==> config.mk <==
export PLATFORM = sky130hd
export DESIGN_NAME = oled_sprite_compositor
export DESIGN_NICKNAME = d
export VERILOG_FILES = /design/src/rtl/oled_pkg.sv /design/src/rtl/sprite_hit_unit.sv /design/src/rtl/oled_sprite_compositor.sv
export SDC_FILE = /design/constraint.sdc
export NUM_CORES = 1
export LEC_CHECK = 0
export CAP_MARGIN = 20
export CORE_ASPECT_RATIO = 1.2
export CORE_UTILIZATION = 50
export CTS_BUF_LIST = sky130_fd_sc_hd__clkbuf_8 sky130_fd_sc_hd__clkbuf_16
export DETAILED_ROUTE_END_ITERATION = 8
export PLACE_DENSITY = 0.77
export SETUP_SLACK_MARGIN = 0.3
export SYNTH_ARGS = -nofsm -noshare
export SYNTH_HDL_FRONTEND = slang
export SYNTH_HIERARCHICAL = 1
export SYNTH_SLANG_ARGS = --single-unit
==> constraint.sdc <==
create_clock -name clk -period 4.72 [get_ports clk]
set_clock_uncertainty 0.1 [all_clocks]
set_input_delay 0.944 -clock clk [delete_from_list [all_inputs] [get_ports clk]]
set_output_delay 0.944 -clock clk [all_outputs]
set_load 0.005 [all_outputs]
==> src/rtl/oled_pkg.sv <==
// ============================================================================
// Module : oled_pkg
// Brief  : Shared geometry, colour type and sprite attribute record for the
//          96x64 OLED sprite compositor.
// Rev    : 1.0
// ============================================================================
`default_nettype none

package oled_pkg;

    localparam int OLED_W = 96;
    localparam int OLED_H = 64;

    typedef logic [15:0] rgb565_t;

    localparam rgb565_t OLED_BG          = 16'h0000;
    localparam rgb565_t OLED_TRANSPARENT = 16'hF81F;

    typedef struct packed {
        logic [6:0] x;
        logic [5:0] y;
        logic       vis;
        logic       flip;
    } sprite_attr_t;

endpackage

`default_nettype wire

==> src/rtl/sprite_hit_unit.sv <==
// ============================================================================
// Module : sprite_hit_unit
// Brief  : One sprite channel: double-buffered attributes plus the stage-1
//          bounding-box test and ROM address generation.
// Rev    : 1.0
// ============================================================================
`default_nettype none

module sprite_hit_unit
    import oled_pkg::*;
#(
    parameter  int SPR_W = 16,
    parameter  int SPR_H = 16,
    localparam int CW    = $clog2(SPR_W),
    localparam int RW    = $clog2(SPR_H)
) (
    input  logic            clk,
    input  logic            rst,
    input  logic            i_frame_begin,
    input  logic            i_wr_en,
    input  sprite_attr_t    i_wr_attr,
    input  logic            i_valid,
    input  logic [6:0]      i_x,
    input  logic [5:0]      i_y,
    output logic            o_hit,
    output logic [RW+CW-1:0] o_addr
);

    localparam logic [7:0] c_W8 = 8'(SPR_W);
    localparam logic [7:0] c_H8 = 8'(SPR_H);

    sprite_attr_t    r_shadow;
    sprite_attr_t    r_active;
    logic            r_hit;
    logic [RW+CW-1:0] r_addr;

    logic [7:0]      w_x8, w_sx8, w_y8, w_sy8;
    logic [CW-1:0]   w_col_raw;
    logic [CW-1:0]   w_col;
    logic [RW-1:0]   w_row;
    logic            w_hit;

    // 8-bit compares keep sx+SPR_W from wrapping when the sprite sits near x=127
    always_comb begin
        w_x8      = {1'b0, i_x};
        w_sx8     = {1'b0, r_active.x};
        w_y8      = {2'b00, i_y};
        w_sy8     = {2'b00, r_active.y};
        w_hit     = i_valid && r_active.vis &&
                    (w_x8 >= w_sx8) && (w_x8 < w_sx8 + c_W8) &&
                    (w_y8 >= w_sy8) && (w_y8 < w_sy8 + c_H8);
        w_col_raw = CW'(w_x8 - w_sx8);
        // SPR_W is a power of two, so SPR_W-1-col is a bitwise inversion
        w_col     = r_active.flip ? ~w_col_raw : w_col_raw;
        w_row     = RW'(w_y8 - w_sy8);
    end

    always_ff @(posedge clk) begin
        if (rst) begin
            r_shadow <= '0;
            r_active <= '0;
            r_hit    <= 1'b0;
            r_addr   <= '0;
        end else begin
            if (i_wr_en) begin
                r_shadow <= i_wr_attr;
            end
            if (i_frame_begin) begin
                r_active <= i_wr_en ? i_wr_attr : r_shadow;
            end
            r_hit  <= w_hit;
            r_addr <= {w_row, w_col};
        end
    end

    assign o_hit  = r_hit;
    assign o_addr = r_addr;

endmodule

`default_nettype wire

==> src/rtl/oled_sprite_compositor.sv <==
// ============================================================================
// Module : oled_sprite_compositor
// Brief  : Two-stage pixel pipeline compositing prioritised sprites over a
//          background colour, with per-frame sprite0/sprite1 hit detection.
// Rev    : 1.0
// ============================================================================
`default_nettype none

module oled_sprite_compositor
    import oled_pkg::*;
#(
    parameter  int      WIDTH       = OLED_W,
    parameter  int      HEIGHT      = OLED_H,
    parameter  int      NUM_SPRITES = 4,
    parameter  int      SPR_W       = 16,
    parameter  int      SPR_H       = 16,
    parameter  rgb565_t BG_COLOUR   = OLED_BG,
    parameter  rgb565_t TRANSPARENT = OLED_TRANSPARENT,
    localparam int      SEL_W       = (NUM_SPRITES > 1) ? $clog2(NUM_SPRITES) : 1,
    localparam int      ASPR        = $clog2(SPR_W * SPR_H)
) (
    input  logic                        clk,
    input  logic                        reset,
    input  logic                        frame_begin,
    input  logic [12:0]                 pixel_index,
    input  logic                        wr_en,
    input  logic [SEL_W-1:0]            wr_sel,
    input  logic [6:0]                  wr_x,
    input  logic [5:0]                  wr_y,
    input  logic                        wr_vis,
    input  logic                        wr_flip,
    output logic [NUM_SPRITES*ASPR-1:0] spr_addr,
    input  logic [NUM_SPRITES*16-1:0]   spr_data,
    output logic [15:0]                 pixel_data,
    output logic                        collide
);

    localparam int c_PIX_TOTAL = WIDTH * HEIGHT;

    logic [31:0]            w_idx32;
    logic [31:0]            w_row_base;
    logic                   w_in_range;
    logic [6:0]             w_x_col;
    logic [5:0]             w_y_row;
    sprite_attr_t           w_wr_attr;

    logic [NUM_SPRITES-1:0] w_hit;
    logic [NUM_SPRITES-1:0] w_opaque;
    rgb565_t                w_pixel;
    logic                   w_overlap;

    rgb565_t                r_pixel;
    logic                   r_acc;
    logic                   r_collide;

    assign w_idx32    = 32'(pixel_index);
    assign w_in_range = (w_idx32 < 32'(c_PIX_TOTAL));
    assign w_wr_attr  = '{x: wr_x, y: wr_y, vis: wr_vis, flip: wr_flip};

    // Row found by comparing against constant row starts, avoiding a divider
    always_comb begin
        w_y_row    = '0;
        w_row_base = '0;
        for (int r = 1; r < HEIGHT; r++) begin
            if (w_idx32 >= 32'(r * WIDTH)) begin
                w_y_row    = 6'(r);
                w_row_base = 32'(r * WIDTH);
            end
        end
    end

    assign w_x_col = 7'(w_idx32 - w_row_base);

    generate
        for (genvar g = 0; g < NUM_SPRITES; g++) begin : g_sprite
            logic w_wr_this;
            assign w_wr_this = wr_en && (int'(wr_sel) == g);

            sprite_hit_unit #(
                .SPR_W (SPR_W),
                .SPR_H (SPR_H)
            ) u_hit (
                .clk           (clk),
                .rst           (reset),
                .i_frame_begin (frame_begin),
                .i_wr_en       (w_wr_this),
                .i_wr_attr     (w_wr_attr),
                .i_valid       (w_in_range),
                .i_x           (w_x_col),
                .i_y           (w_y_row),
                .o_hit         (w_hit[g]),
                .o_addr        (spr_addr[g*ASPR +: ASPR])
            );
        end
    endgenerate

    // Highest index first so the lowest-index opaque sprite wins
    always_comb begin
        w_opaque = '0;
        w_pixel  = BG_COLOUR;
        for (int i = NUM_SPRITES - 1; i >= 0; i--) begin
            w_opaque[i] = w_hit[i] && (spr_data[i*16 +: 16] != TRANSPARENT);
            if (w_opaque[i]) begin
                w_pixel = spr_data[i*16 +: 16];
            end
        end
        w_overlap = w_opaque[0] && w_opaque[1];
    end

    always_ff @(posedge clk) begin
        if (reset) begin
            r_pixel   <= BG_COLOUR;
            r_acc     <= 1'b0;
            r_collide <= 1'b0;
        end else begin
            r_pixel <= w_pixel;
            if (frame_begin) begin
                r_collide <= r_acc;
                r_acc     <= w_overlap;
            end else begin
                r_acc <= r_acc | w_overlap;
            end
        end
    end

    assign pixel_data = r_pixel;
    assign collide    = r_collide;

endmodule

`default_nettype wire

== Word level (Yosys, flattened, before mapping) ==
Index checks and enable logic that the tools add are counted.

* Input port bits: 98
* Output and inout port bits: 49
* Word-level logic and storage cells: 321
* Bits in registers: 174

* Eq/ne operators: 7
* Order comparisons: 80
* Reduce and logical (&&, ||, !) cells: 30
* Bitwise operators: 5
* Add/subtract/negate cells: 17
* Muxes and demuxes: 139

{| class="wikitable"
|+ Operators with widths
! kind !! number
|-
| 7-bit 2-to-1 mux || 63
|-
| 6-bit 2-to-1 mux || 62
|-
| 13-bit by 12-bit >= comparator with 1-bit output, second input constant || 21
|-
| 13-bit >= comparator, second input constant || 21
|-
| 13-bit by 11-bit >= comparator with 1-bit output, second input constant || 11
|-
| 13-bit by 10-bit >= comparator with 1-bit output, second input constant || 5
|-
| 16-bit 2-to-1 mux || 4
|-
| 16-bit inequality test, second input constant || 4
|-
| 15-bit 2-to-1 mux || 4
|-
| 13-bit by 9-bit >= comparator with 1-bit output, second input constant || 3
|-
| 7-bit by 5-bit adder with 8-bit output, second input constant || 4
|-
| 7-bit by 8-bit less-than comparator with 1-bit output || 4
|-
| 4-bit subtractor || 8
|-
| 1-bit logical AND || 29
|-
| 6-bit by 5-bit adder with 7-bit output, second input constant || 4
|-
| 7-bit >= comparator || 4
|-
| 6-bit by 7-bit less-than comparator with 1-bit output || 4
|-
| 6-bit >= comparator || 4
|-
| 4-bit 2-to-1 mux || 4
|-
| 4-bit NOT || 4
|-
| 13-bit by 7-bit >= comparator with 1-bit output, second input constant || 1
|-
| 13-bit by 8-bit >= comparator with 1-bit output, second input constant || 1
|-
| 13-bit less-than comparator, second input constant || 1
|-
| 7-bit subtractor || 1
|-
| other kinds (5) || 7
|}

== Logic depth before layout (Yosys ltp) ==
Gate-level depths: netlist of the first run.

* Depth after elaboration: 70
* Depth in mapped cells: 18

== Modules after synthesis ==
Netlist of the first run, hierarchy kept.

{| class="wikitable"
|+ Modules (own cells, without submodules)
! module !! area an instance (um^2) !! times used !! cells each
|-
| sprite_hit_unit || 1894.3 || 4 || 199
|-
| oled_sprite_compositor || 2527.4 || 1 || 374
|}

== Worst setup path before layout of the first run ==
OpenSTA, ideal clock, no wires.

* Path type: input -> register
* From: in pixel_index[7]
* To: reg g_sprite[0].u_hit.r_hit
* Path buffers: 3
* Setup slack: 0.198 ns
* Setup time: 0.128 ns
* Cell stages on the path: 18
* Data arrival time: 4.294 ns
* Required time: 4.492 ns
* Cells stage by stage: clkbuf_1 -> clkbuf_1 -> clkbuf_1 -> mux2i_1 -> o21ai_0 -> nand2_1 -> nand3_1 -> o211ai_1 -> o2111ai_1 -> o211ai_1 -> ha_1 -> xor2_1 -> xnor2_1 -> ha_1 -> and3_1 -> nor2b_1 -> a311oi_1 -> nor4_2

* Word-level cells in the longest chain between the ends: 70
* Elaborated cells between the ends (all ways): 200
* Classes of those cells: add/sub: 1; order compare: 68; mux: 126; reduce/logical: 5

{| class="wikitable"
|+ RTL lines
! item !! line !! text
|-
| start: declaration || oled_sprite_compositor.sv:25 || <nowiki>input logic [12:0] pixel_index,</nowiki>
|-
| 13-bit by 7-bit >= comparator with 1-bit output || oled_sprite_compositor.sv:65 || <nowiki>if (w_idx32 >= 32'(r * WIDTH)) begin</nowiki>
|-
| 7-bit 2-to-1 mux (62 in series) || oled_sprite_compositor.sv:65 ||
|-
| 7-bit 2-to-1 mux (*) || oled_sprite_compositor.sv:65 ||
|-
| named net w_row_base[5] || oled_sprite_compositor.sv:41 || <nowiki>logic [31:0] w_row_base;</nowiki>
|-
| 7-bit subtractor (*) || oled_sprite_compositor.sv:72 || <nowiki>assign w_x_col = 7'(w_idx32 - w_row_base);</nowiki>
|-
| named net w_x_col[6] || oled_sprite_compositor.sv:43 || <nowiki>logic [6:0] w_x_col;</nowiki>
|-
| 7-bit >= comparator || sprite_hit_unit.sv:50 || <nowiki>(w_x8 >= w_sx8) && (w_x8 < w_sx8 + c_W8) &&</nowiki>
|-
| 1-bit logical AND || sprite_hit_unit.sv:49 || <nowiki>w_hit = i_valid && r_active.vis &&</nowiki>
|-
| 1-bit logical AND (*) (2 in series) || sprite_hit_unit.sv:50 ||
|-
| 1-bit logical AND (*) || sprite_hit_unit.sv:51 || <nowiki>(w_y8 >= w_sy8) && (w_y8 < w_sy8 + c_H8);</nowiki>
|-
| end signal: assignment || sprite_hit_unit.sv:71 || <nowiki>r_hit <= w_hit;</nowiki>
|-
| end: declaration || sprite_hit_unit.sv:34 || <nowiki>logic r_hit;</nowiki>
|}

The timed path passes the listed nets; every way through them passes the cells marked *.
A chain may end at the register's enable or synchronous reset.

== Final worst setup path of the first run ==
Ends and elaborated chain as after synthesis.

==> summary.md, run 1 <==
| Metric | Value |
|---|---|
| Post-DP HPWL | ~21000 um |
| Endpoints failing hold | 0 |
| RSZ-0062 raised after global routing | yes |
| Total GRT Usage | 27.9% |
| Die area | approximately 21000 um2 |
| Register area share after synthesis | about a third |
| Final ANT Viol Nets | 0 |
| Reg clk slew, reported paths | roughly 0.070 ns |
| Vias in the first global route | 8852 |
| Post-Place Cells | between 1500 and 2000 |
| Placed standard-cell area | around 12000 um2 |
| Yosys top cell by area | dfxtp_1 |
| IO Pins | around 150 |
| Initial core utilization | 51.3% |
| H-Tree Depth | 4 |
| Global route total overflow | 0 |
| Detailed Routing Iterations Pass 1 | 5 |
| Post-DR wirelength/cell | 18.0 um |
| Post-Syn Area | around 10000 um2 |
| Peak VDD IR | 0.000289 V |
| Kind of critical path | in2reg |
| Initial antenna violation count | 0 |
| Worst-Skew Late Latency | roughly 0.44 ns |
| Number of port buffers | roughly 150 |
| Area share of the largest cell type after synthesis | 34.5% |
| WP data arrival | 4.52 ns |
| Cts-stage hold buffer count | 0 |
| CP Max Fanout | 10 |
| Max Cap Viol | 0 |
| Slew headroom | 26.4% |
| Outcome | finished, final reports clean |
| Fin crit period | 4.27 ns |
| Total clock sinks | 174 |
| Mapped Cells | approximately 1200 |
| Post-Synthesis Net Count | roughly 1400 |
| First-pass GRT wire length | about 46000 um |
| Synth top area cells | dfxtp_1, ha_1, nor2_1 |
| Slew @ Worst Pin | between 1 and 1.5 ns |
| Clk buf depth | 2 |
| Commonest cells post-synth | nor2_1, dfxtp_1, ha_1 |
| CTS tree | built |
| TritonCTS Buffers | 17 |
| Seq cells post-synth | 174 |
| Die width | 132 um |
| Fin area | around 13000 um2 |
| 1st-iter DRT viols | around 500 |
| Diode count | 0 |
| Ys async rst share | 0% |
| Yosys cell types | a little over 70 |
| Hold crit path type | reg2reg |
| Root Driver | clkbuf_16 |
| Worst path required time | slightly below 5 ns |
| Share of post-route cells with drive strength above 1 | 13.0% |
| Nets | between 1500 and 2000 |
| Die H | between 150 and 200 um |
| Synth warn | 6 |
| Most numerous cell in the Yosys netlist | nor2_1 |
| Routability congestion estimate | about 0.92 |
| FP Rows | 56 |
| Vias per inst | between 5 and 6 |
| Largest net degree at the start of global routing | between 100 and 150 |
| Final WL | a little under 30000 um |
| # setup viols final | 0 |
| Setup crit end kind | flop |
| Layout Cells excl Fill | between 1500 and 2000 |
| Critical path launch point type | input pin |
| Area of the core | just under 20000 um2 |
| Prevailing post-synth register cell | dfxtp_1 |
| PD cells | just over 300 nW/um2 |
| P_leak | between 5 and 6 nW |
| Flop-to-flop setup slack | roughly 2.6 ns |
| Fin crit share | around nine tenths |
| Slew Viols, Final | 0 |
| # DRC | 0 |
| Layout area overhead | 29.3% |
| EDFF count, synth | 0 |
| Peak Freq | 234 MHz |
| Mean Syn Cell Area | between 8 and 9 um2 |
| Total number of vias | about 9200 |
state kept, by name, indices dropped and copies added, names as in the netlist:
register                 count
pixel_data                  16
collide                      1
g_sprite.u_hit/o_hit         4
g_sprite.u_hit/r_shadow     60
g_sprite.u_hit/o_addr       32
g_sprite.u_hit/r_active     60
r_acc                        1
worst paths after layout:
check,from,to,cells past startpoint
worst min-delay path,g_sprite[1].u_hit/r_active[3]$_SDFFE_PP0P_,g_sprite[1].u_hit/r_active[3]$_SDFFE_PP0P_,2
worst min register to register,g_sprite[1].u_hit/r_active[3]$_SDFFE_PP0P_,g_sprite[1].u_hit/r_active[3]$_SDFFE_PP0P_,2
worst max-delay path,pixel_index[7],g_sprite[0].u_hit/o_hit$_SDFF_PP0_,17
worst max register to register,g_sprite[2].u_hit/o_hit$_SDFF_PP0_,pixel_data[0]$_SDFF_PP0_,6
repair_timing:
action / 4_1_cts / 5_1_grt
setup endpoints to repair: 4 / 4
pin swaps: 2 / 16
buffers inserted: 1 / 1
gates cloned: 0 / 1
resized for setup: 4 / 38
cells by family (layout without fill, tap and decap cells):
group | Yosys count | count (layout) | synth area share, %
buffers and inverters | 154 | 344 | 6.28
and+or+nand+nor | 355 | 355 | 17.1
muxes | 67 | 67 | 6.64
DFF | 174 | 174 | 34.5
adders and majority gates | 89 | 89 | 11.6
AOI/OAI and AO/OA | 290 | 290 | 20.3
xor gates and xnor gates | 41 | 41 | 3.55
cell usage in the layout (no fill, tap or decap), drive strengths merged, types with 42 or more instances in the layout:
master	n
nor2	189
clkdlybuf4s50	140
dfxtp	174
nor2b	42
a21oi	62
o21ai	44
nand2	47
ha	81
buf	94
a211oi	69
mux2i	67
inv	81
per-layer routing:
metal	vias up	GRT usage (%)	part of all wire (%)
met2	300	51.7	51
met5	-	0	0
met1	4360	32.1	42
met4	0	10.4	2.2
met3	48	4.84	4.7
li1	4493	-	-
stage by stage:
stage / hold WS (ns) / total power [mW] / TNS [ns] / utilization (%) / setup WS [ns]
2_1_floorplan: 0.354 / 2.20 / 0 / - / 0.373
6_report: 0.387 / 3.99 / 0 / 66.4 / 0.446
3_3_place_gp: 0.368 / 2.60 / -0.594 / 62.2 / -0.167
4_1_cts: 0.386 / 3.98 / 0 / 65.3 / 0.311
3_5_place_dp: 0.377 / 2.62 / -0.574 / 62.2 / -0.175
5_1_grt: 0.410 / 4.19 / 0 / 66.4 / 0.287
area by class of cell:
class / count / area [um2]
sequential: 174 / 3480
fill: 1620 / 6620
inverter: 75 / 282
clock buffer: 17 / 425
timing repair buffer: 238 / 2220
multi-input combinational: 842 / 6180
tap: 261 / 327
clock inverter: 14 / 151
worst max-delay path, stage by stage:
cell and delay (ns):
clkdlybuf4s50_1 0.41, buf_6 0.15, buf_4 0.15, nor2_4 0.12, o21ai_0 0.12, o2bb2ai_1 0.15, a221oi_2 0.29, o21ai_1 0.08
o211ai_1 0.31, ha_2 0.29, xor2_4 0.20, xnor2_4 0.15, buf_6 0.17, ha_1 0.23, a2111oi_4 0.31, o211ai_1 0.19
nor4_2 0.23
where the power goes:
part	internal, mW	switching [mW]
combinational	0.509	0.524
clock	0.702	0.648
sequential	1.56	0.0469
Power figures use the tool's default switching activity.
==> run 2, diff against run 1 <==
- CTS_CLUSTER_DIAMETER: unset -> 30
- SLEW_MARGIN: unset -> 20
==> run 2 against run 1 <==
Sequential cell count stayed put. Hold slack hardly changed. Via count is 0.58% higher. First-iteration DRC count is 4.2% lower. Non-clock buffer count is 1 lower. Die area stayed put. Sequential share of layout area hardly changed. Register-to-register slack hardly changed. Clock power hardly changed. Cell area hardly changed. Clock-buffer cell count stayed put.
==> summary.md, run 2 (synthesized netlist as in run 1, its figures left out) <==
| Metric | Value |
|---|---|
| Outcome | finished, final reports clean |
| Final ANT Viol Nets | 0 (unchanged) |
| Cts-stage hold buffer count | 0 (unchanged) |
| First-pass GRT wire length | 45800 um (unchanged) |
| Crit-path cells | clkdlybuf4s50_1 -> or3_4 -> o311ai_2 -> o211ai_1 -> nand3_1 -> o211ai_1 -> o2111ai_1 -> o211ai_1 -> ha_2 -> xor2_4 -> xnor2_4 -> ha_1 -> and3_1 -> nor2b_1 -> a311oi_2 -> nor4_2 |
| Layout area overhead | 29.2% (about the same) |
| Pre-CTS setup slack | -0.175 ns (unchanged) |
| Switching Power | 1.22 mW (about the same) |
| Global route total overflow | 0 (unchanged) |
| Vias per inst | 5.71 (+0.64%) |
| CP most frequent cell | o211ai_1 |
| Worst path required time | 4.93 ns (-0.03 ns) |
| Max Cap Viol | 0 (unchanged) |
| Peak Freq | 234 MHz (about the same) |
| Die area | 20800 um2 (unchanged) |
| Crit path max-delay family | compound AO/OA/AOI/OAI gates |
| CP Max Fanout | 7 (-3) |
| 1st-iter DRT viols | 480 (-4.2%) |
| # DRC | 0 (unchanged) |
| Commonest non-fill, non-tap cells in the layout | nor2_1, dfxtp_1, clkdlybuf4s50_1, buf_4, ha_1 |
| Peak VDD IR | 0.000289 V (-0.15%) |
| Tot Pwr | 3.99 mW (about the same) |
| Setup TNS | 0 ns (unchanged) |
| Die H | 158 um (unchanged) |
| Initial core utilization | 51.3% (unchanged) |
| Slew @ Worst Pin | 1.09 ns (-0.00955 ns) |
| RSZ-0062 raised after global routing | yes |
| Reg power frac | 40.2% (about the same) |
| M1 GR Usage | 32.1% (unchanged) |
| Commonest non-fill, non-tap cell in the layout | nor2_1 |
| P_leak | 5.16 nW (-0.13%) |
| Total number of vias | 9254 (+0.58%) |
| M3 GR Usage | 4.84% (unchanged) |
| Hold Path Origin | g_sprite[1].u_hit/r_active[3]$_SDFFE_PP0P_ |
| Hold_ws | 0.386 ns (-0.000130 ns) |
| Total GRT Usage | 27.9% (unchanged) |
| CTS tree | built |
| Final WL | 29100 um (-0.11%) |
| Int Pwr | 2.77 mW (about the same) |
| Flop-to-flop setup slack | 2.57 ns (about the same) |
| Die width | 132 um (unchanged) |
| H-Tree Depth | 4 (unchanged) |
| Slew headroom | 27.1% (+0.64 points) |
| Worst-Skew Late Latency | 0.44 ns (about the same) |
| Reg clk slew, reported paths | 0.07 ns (about the same) |
| Hold crit path type | reg2reg |
| M2 GR Usage | 51.7% (unchanged) |
| Initial antenna violation count | 0 (unchanged) |
| Crit path largest cell delay | 0.44 ns (+0.03 ns) |
| Slowest CP cell | clkdlybuf4s50_1 |
| Total clock sinks | 174 (unchanged) |
| Area of the core | 19700 um2 (unchanged) |
| Detailed Routing Iterations Pass 1 | 5 (unchanged) |
| Largest net degree at the start of global routing | 105 (unchanged) |
| Slew Viols, Final | 0 (unchanged) |
| Post-DR wirelength/cell | 18.0 um (about the same) |
| Power share of the combinational group | 25.9% (about the same) |
| Number of port buffers | 146 (unchanged) |
| Routability congestion estimate | 0.918 (unchanged) |
| IO Pins | 147 (unchanged) |
| Root Driver | clkbuf_16 |
| Share of post-route cells with drive strength above 1 | 13.0% (-0.064 points) |
| WP data arrival | 4.49 ns (-0.03 ns) |
| Setup crit end kind | flop |
| GRT Max-Usage Layer | met2 |
| FP Rows | 56 (unchanged) |
| Critical path startpoint | pixel_index[10] |
| Kind of critical path | in2reg |
| Clk pwr share | 33.8% (about the same) |
| Worst r2r src | g_sprite[2].u_hit/o_hit$_SDFF_PP0_ |
| Fill count | 1620 (unchanged) |
| Clk buf depth | 2 (unchanged) |
| Vias in the first global route | 8852 (unchanged) |
| # setup viols final | 0 (unchanged) |
| Number of buffers and inverters on the critical path | 1 (-3) |
| PD cells | 306 nW/um2 (about the same) |
| Nets | 1534 (-0.065%) |
| Fin crit period | 4.27 ns (+0.000579 ns) |
| Fin crit share | 90.6% (about the same) |
| Post-DP HPWL | 21500 um (unchanged) |
| Fin worst setup slack | 0.445 ns (-0.000579 ns) |
| Critical path launch point type | input pin |
| Diode count | 0 (unchanged) |
| TritonCTS Buffers | 17 (unchanged) |
| Switch share | 30.6% (about the same) |
| Endpoints failing hold | 0 (unchanged) |
==> run 2: changes by cell type in the layout (fill, tap and decap cells not counted) <==
cell    change
buf_8       -1
nor2_2      -1
nor2_4      +1
==> run 2: worst paths after layout <==
path                                                                   end  cells after the start
worst max-delay path                    g_sprite[0].u_hit/o_hit$_SDFF_PP0_                     16
worst min-delay path            g_sprite[1].u_hit/r_active[3]$_SDFFE_PP0P_                      2
worst max register to register                    pixel_data[0]$_SDFF_PP0_                      6
worst min register to register  g_sprite[1].u_hit/r_active[3]$_SDFFE_PP0P_                      2
==> run 2: worst reg2reg max path, delay by kind of cell (launching register included) <==
kind / cells / cell delay (ns)
AOI/OAI and AO/OA: 3 / 1.10
DFF: 1 / 0.46
and+or+nand+nor: 2 / 0.20
muxes: 1 / 0.18
==> run 2: stage by stage <==
step	util, %	std cells	instance area [um2]
final	66.3	1620	13100
after global routing	66.3	1620	13100
after CTS	65.3	1618	12900
after detailed placement	62.2	1586	12200
after global placement	62.2	1586	12200
after floorplan	-	1170	10100
==> run 2: per-layer routing <==
layer	vias to the layer above	part of all wire [%]
met3	55	4.9
met2	305	51
li1	4493	-
met1	4401	42
met5	-	0
met4	0	2.4
==> run 2: power by group through the flow <==
stage	combinational [mW]	clock [mW]	sequential (mW)
floorplan	0.571	0	1.63
global placement	0.965	0	1.64
detailed placement	0.978	0	1.64
CTS	0.998	1.38	1.61
global route	1.13	1.44	1.61
finish	1.03	1.35	1.61
==> run 2: what timing repair did <==
action,in CTS,in global routing
pin swaps,2,16
setup buffers,1,1
gates cloned,0,1
resized for setup,4,38
setup endpoints to repair,4,4
==> run 2: final cells by class <==
cell class                 instances  area [um2]  area share [%]
clock inverter                    14         151            1.16
timing repair buffer             237        2200            16.9
inverter                          75         282            2.16
tap                              261         327            2.50
clock buffer                      17         425            3.26
sequential                       174        3480            26.7
multi-input combinational        842        6190            47.4
==> run 3, diff against run 2 <==
- CORE_UTILIZATION: 50 -> 51
- CTS_BUF_LIST: sky130_fd_sc_hd__clkbuf_8 sky130_fd_sc_hd__clkbuf_16 -> sky130_fd_sc_hd__clkbuf_4
- PLACE_DENSITY: 0.77 -> 0.79
- REMOVE_ABC_BUFFERS: unset -> 1
==> run 3 against run 2 <==
Sequential cell count did not move. Clock-buffer cell count did not move. Critical path type unchanged. Largest cell class unchanged. Total power decreased by 12%. Critical endpoint is now g_sprite[2].u_hit/o_hit$_SDFF_PP0_. Largest power group unchanged. Highest routed layer unchanged. Cell area decreased by 1.9%. Register-to-register slack improved by 0.09 ns. Via count rose by 1.4%.
==> summary.md, run 3 (synthesized netlist as in run 1, its figures left out) <==
| Metric | Value |
|---|---|
| Final WL | 30000 um (+3.1%) |
| Area of the core | 19500 um2 (-1.1%) |
| PD cells | 275 nW/um2 (-10%) |
| Endpoints failing hold | 0 (unchanged) |
| Share of post-route cells with drive strength above 1 | 13.3% (+0.40 points) |
| Critical path startpoint | pixel_index[6] |
| Commonest non-fill, non-tap cell in the layout | nor2_1 |
| CP Max Fanout | 8 (+1) |
| Fin crit share | 89.4% (-1.1 points) |
| TritonCTS Buffers | 17 (unchanged) |
| Critical path launch point type | input pin |
| Peak Freq | 237 MHz (+1.3%) |
| Post-DP HPWL | 22900 um (+7.0%) |
| Crit path largest cell delay | 0.43 ns (about the same) |
| Kind of critical path | in2reg |
| Die width | 130 um (-0.97%) |
| # setup viols final | 0 (unchanged) |
| Global route total overflow | 0 (unchanged) |
| Vias per inst | 5.70 (-0.29%) |
| Initial antenna violation count | 1 (+1) |
| Post-Place Cells | 1615 (+1.8%) |
| Total number of vias | 9387 (+1.4%) |
| Total clock sinks | 174 (unchanged) |
| M2 GR Usage | 52.6% (+0.88 points) |
| Worst path required time | 5.12 ns (+0.19 ns) |
| Peak VDD IR | 0.000208 V (-28%) |
| P_leak | 5.11 nW (-0.92%) |
| CP most frequent cell | buf_4 |
| Vias in the first global route | 9229 (+4.3%) |
| Setup crit end kind | flop |
| Slew headroom | 41.5% (+14 points) |
| Hold Path Origin | g_sprite[2].u_hit/r_active[10]$_SDFFE_PP0P_ |
| Tot Pwr | 3.52 mW (-12%) |
| Post-DR wirelength/cell | 18.2 um (+1.3%) |
| Commonest non-fill, non-tap cells in the layout | nor2_1, dfxtp_1, clkdlybuf4s50_1, buf_4, ha_1 |
| Max Cap Viol | 0 (unchanged) |
| 1st-iter DRT viols | 540 (+13%) |
| First-pass GRT wire length | 46900 um (+2.5%) |
| Hold crit path type | reg2reg |
| Layout Cells excl Fill | 1648 (+1.7%) |
| Worst-Skew Late Latency | 0.60 ns (+0.16 ns) |
| H-Tree Depth | 4 (unchanged) |
| Reg clk slew, reported paths | 0.17 ns (+0.10 ns) |
| Largest net degree at the start of global routing | 91 (-13%) |
| IO Pins | 147 (unchanged) |
| Outcome | finished, final reports clean |
| Layout area overhead | 26.7% |
| # Post-CTS Setup Buffers | 0 (-1) |
| Slowest CP cell | clkdlybuf4s50_1 |
| Nets | 1560 (+1.7%) |
| RSZ-0062 raised after global routing | no |
| Number of port buffers | 146 (unchanged) |
| Initial core utilization | 51.9% (+0.55 points) |
| M1 GR Usage | 34.8% (+2.8 points) |
| Detailed Routing Iterations Pass 1 | 5 (unchanged) |
| Slew Viols, Final | 0 (unchanged) |
| WP data arrival | 4.62 ns (+0.13 ns) |
| Hold_ws | 0.397 ns (+0.0110 ns) |
| # DRC | 0 (unchanged) |
| Die H | 156 um (-0.97%) |
| FP Rows | 56 (unchanged) |
| Setup TNS | 0 ns (unchanged) |
| Die area | 20400 um2 (-1.9%) |
| Routability congestion estimate | 0.935 (+1.8%) |
| Final ANT Viol Nets | 0 (unchanged) |
| GRT Max-Usage Layer | met2 |
| CTS tree | built |
| Total GRT Usage | 29.9% (+2.0 points) |
| M3 GR Usage | 4.12% (-0.72 points) |
| Root Driver | clkbuf_4 |
| Worst r2r src | g_sprite[2].u_hit/o_hit$_SDFF_PP0_ |
| Crit-path cells | clkdlybuf4s50_1 -> buf_4 -> buf_4 -> and2_1 -> buf_4 -> nor2_1 -> o21ai_1 -> a21oi_1 -> nor2_1 -> o311ai_1 -> xnor2_2 -> buf_4 -> ha_1 -> a2111oi_2 -> o211ai_1 -> nor4_2 |
| Fin crit period | 4.22 ns (-0.0542 ns) |
| Clk buf depth | 2 (unchanged) |
| Slew @ Worst Pin | 0.877 ns (-0.217 ns) |
## run 3: cell count changes in the layout (fill, tap and decap cells not counted), moves of 3 or more
| cell | change |
|---|---|
| buf_4 | +32 |
| clkbuf_16 | -17 |
| clkbuf_4 | +17 |
| buf_6 | -7 |
| clkdlybuf4s50_1 | +3 |
| dlymetal6s2s_1 | -3 |
## run 3: cell type report
cell class              instances  area (um2)
diodes                          1        2.50
clock buffers                  17         128
clock inverters                15         171
fillers                      1684        6670
inverters                      75         282
multi-input cells             842        6040
flip-flops and latches        174        3480
well taps                     261         327
repair buffers                263        2370
## run 3: per-stage QoR
step | setup WS (ns) | util, % | instance area [um2]
floorplan | 0.568 | - | 9750
global placement | -0.323 | 64.0 | 12500
detailed placement | -0.340 | 64.0 | 12500
CTS | 0.353 | 65.6 | 12800
global route | 0.309 | 65.8 | 12800
finish | 0.499 | 65.8 | 12800
## run 3: worst max-delay path: cells and delay by family
family / cells / cell delay, ns
AOI/OAI and AO/OA: 5 / 1.33
xor gates and xnor gates: 1 / 0.21
adders and majority gates: 1 / 0.21
buffers and inverters: 5 / 1.14
and+or+nand+nor: 4 / 0.77
## run 3: final timing paths
| path | endpoint | cells after the start | slack [ns] |
|---|---|---|---|
| min reg2reg | g_sprite[2].u_hit/r_active[10]$_SDFFE_PP0P_ | 2 | 0.40 |
| max reg2reg | pixel_data[0]$_SDFF_PP0_ | 6 | 2.66 |
| max | g_sprite[2].u_hit/o_hit$_SDFF_PP0_ | 16 | 0.50 |
| min | g_sprite[2].u_hit/r_active[10]$_SDFFE_PP0P_ | 2 | 0.40 |
## run 3: what timing repair did
action,4_1_cts,5_1_grt
resized for setup,0,7
hold buffers,0,0
endpoints found under the setup margin,0,4
## run 3: routing by layer
| metal | vias up | wire length, um |
|---|---|---|
| met3 | 81 | 1600 |
| met5 | - | 0 |
| met1 | 4442 | 12400 |
| met2 | 310 | 14700 |
| met4 | 0 | 1380 |
| li1 | 4554 | - |
## run 3: where the power goes
| part | switching, mW | total (mW) | internal (mW) |
|---|---|---|---|
| sequential | 0.0461 | 1.61 | 1.56 |
| clock | 0.629 | 0.878 | 0.249 |
| combinational | 0.523 | 1.03 | 0.511 |
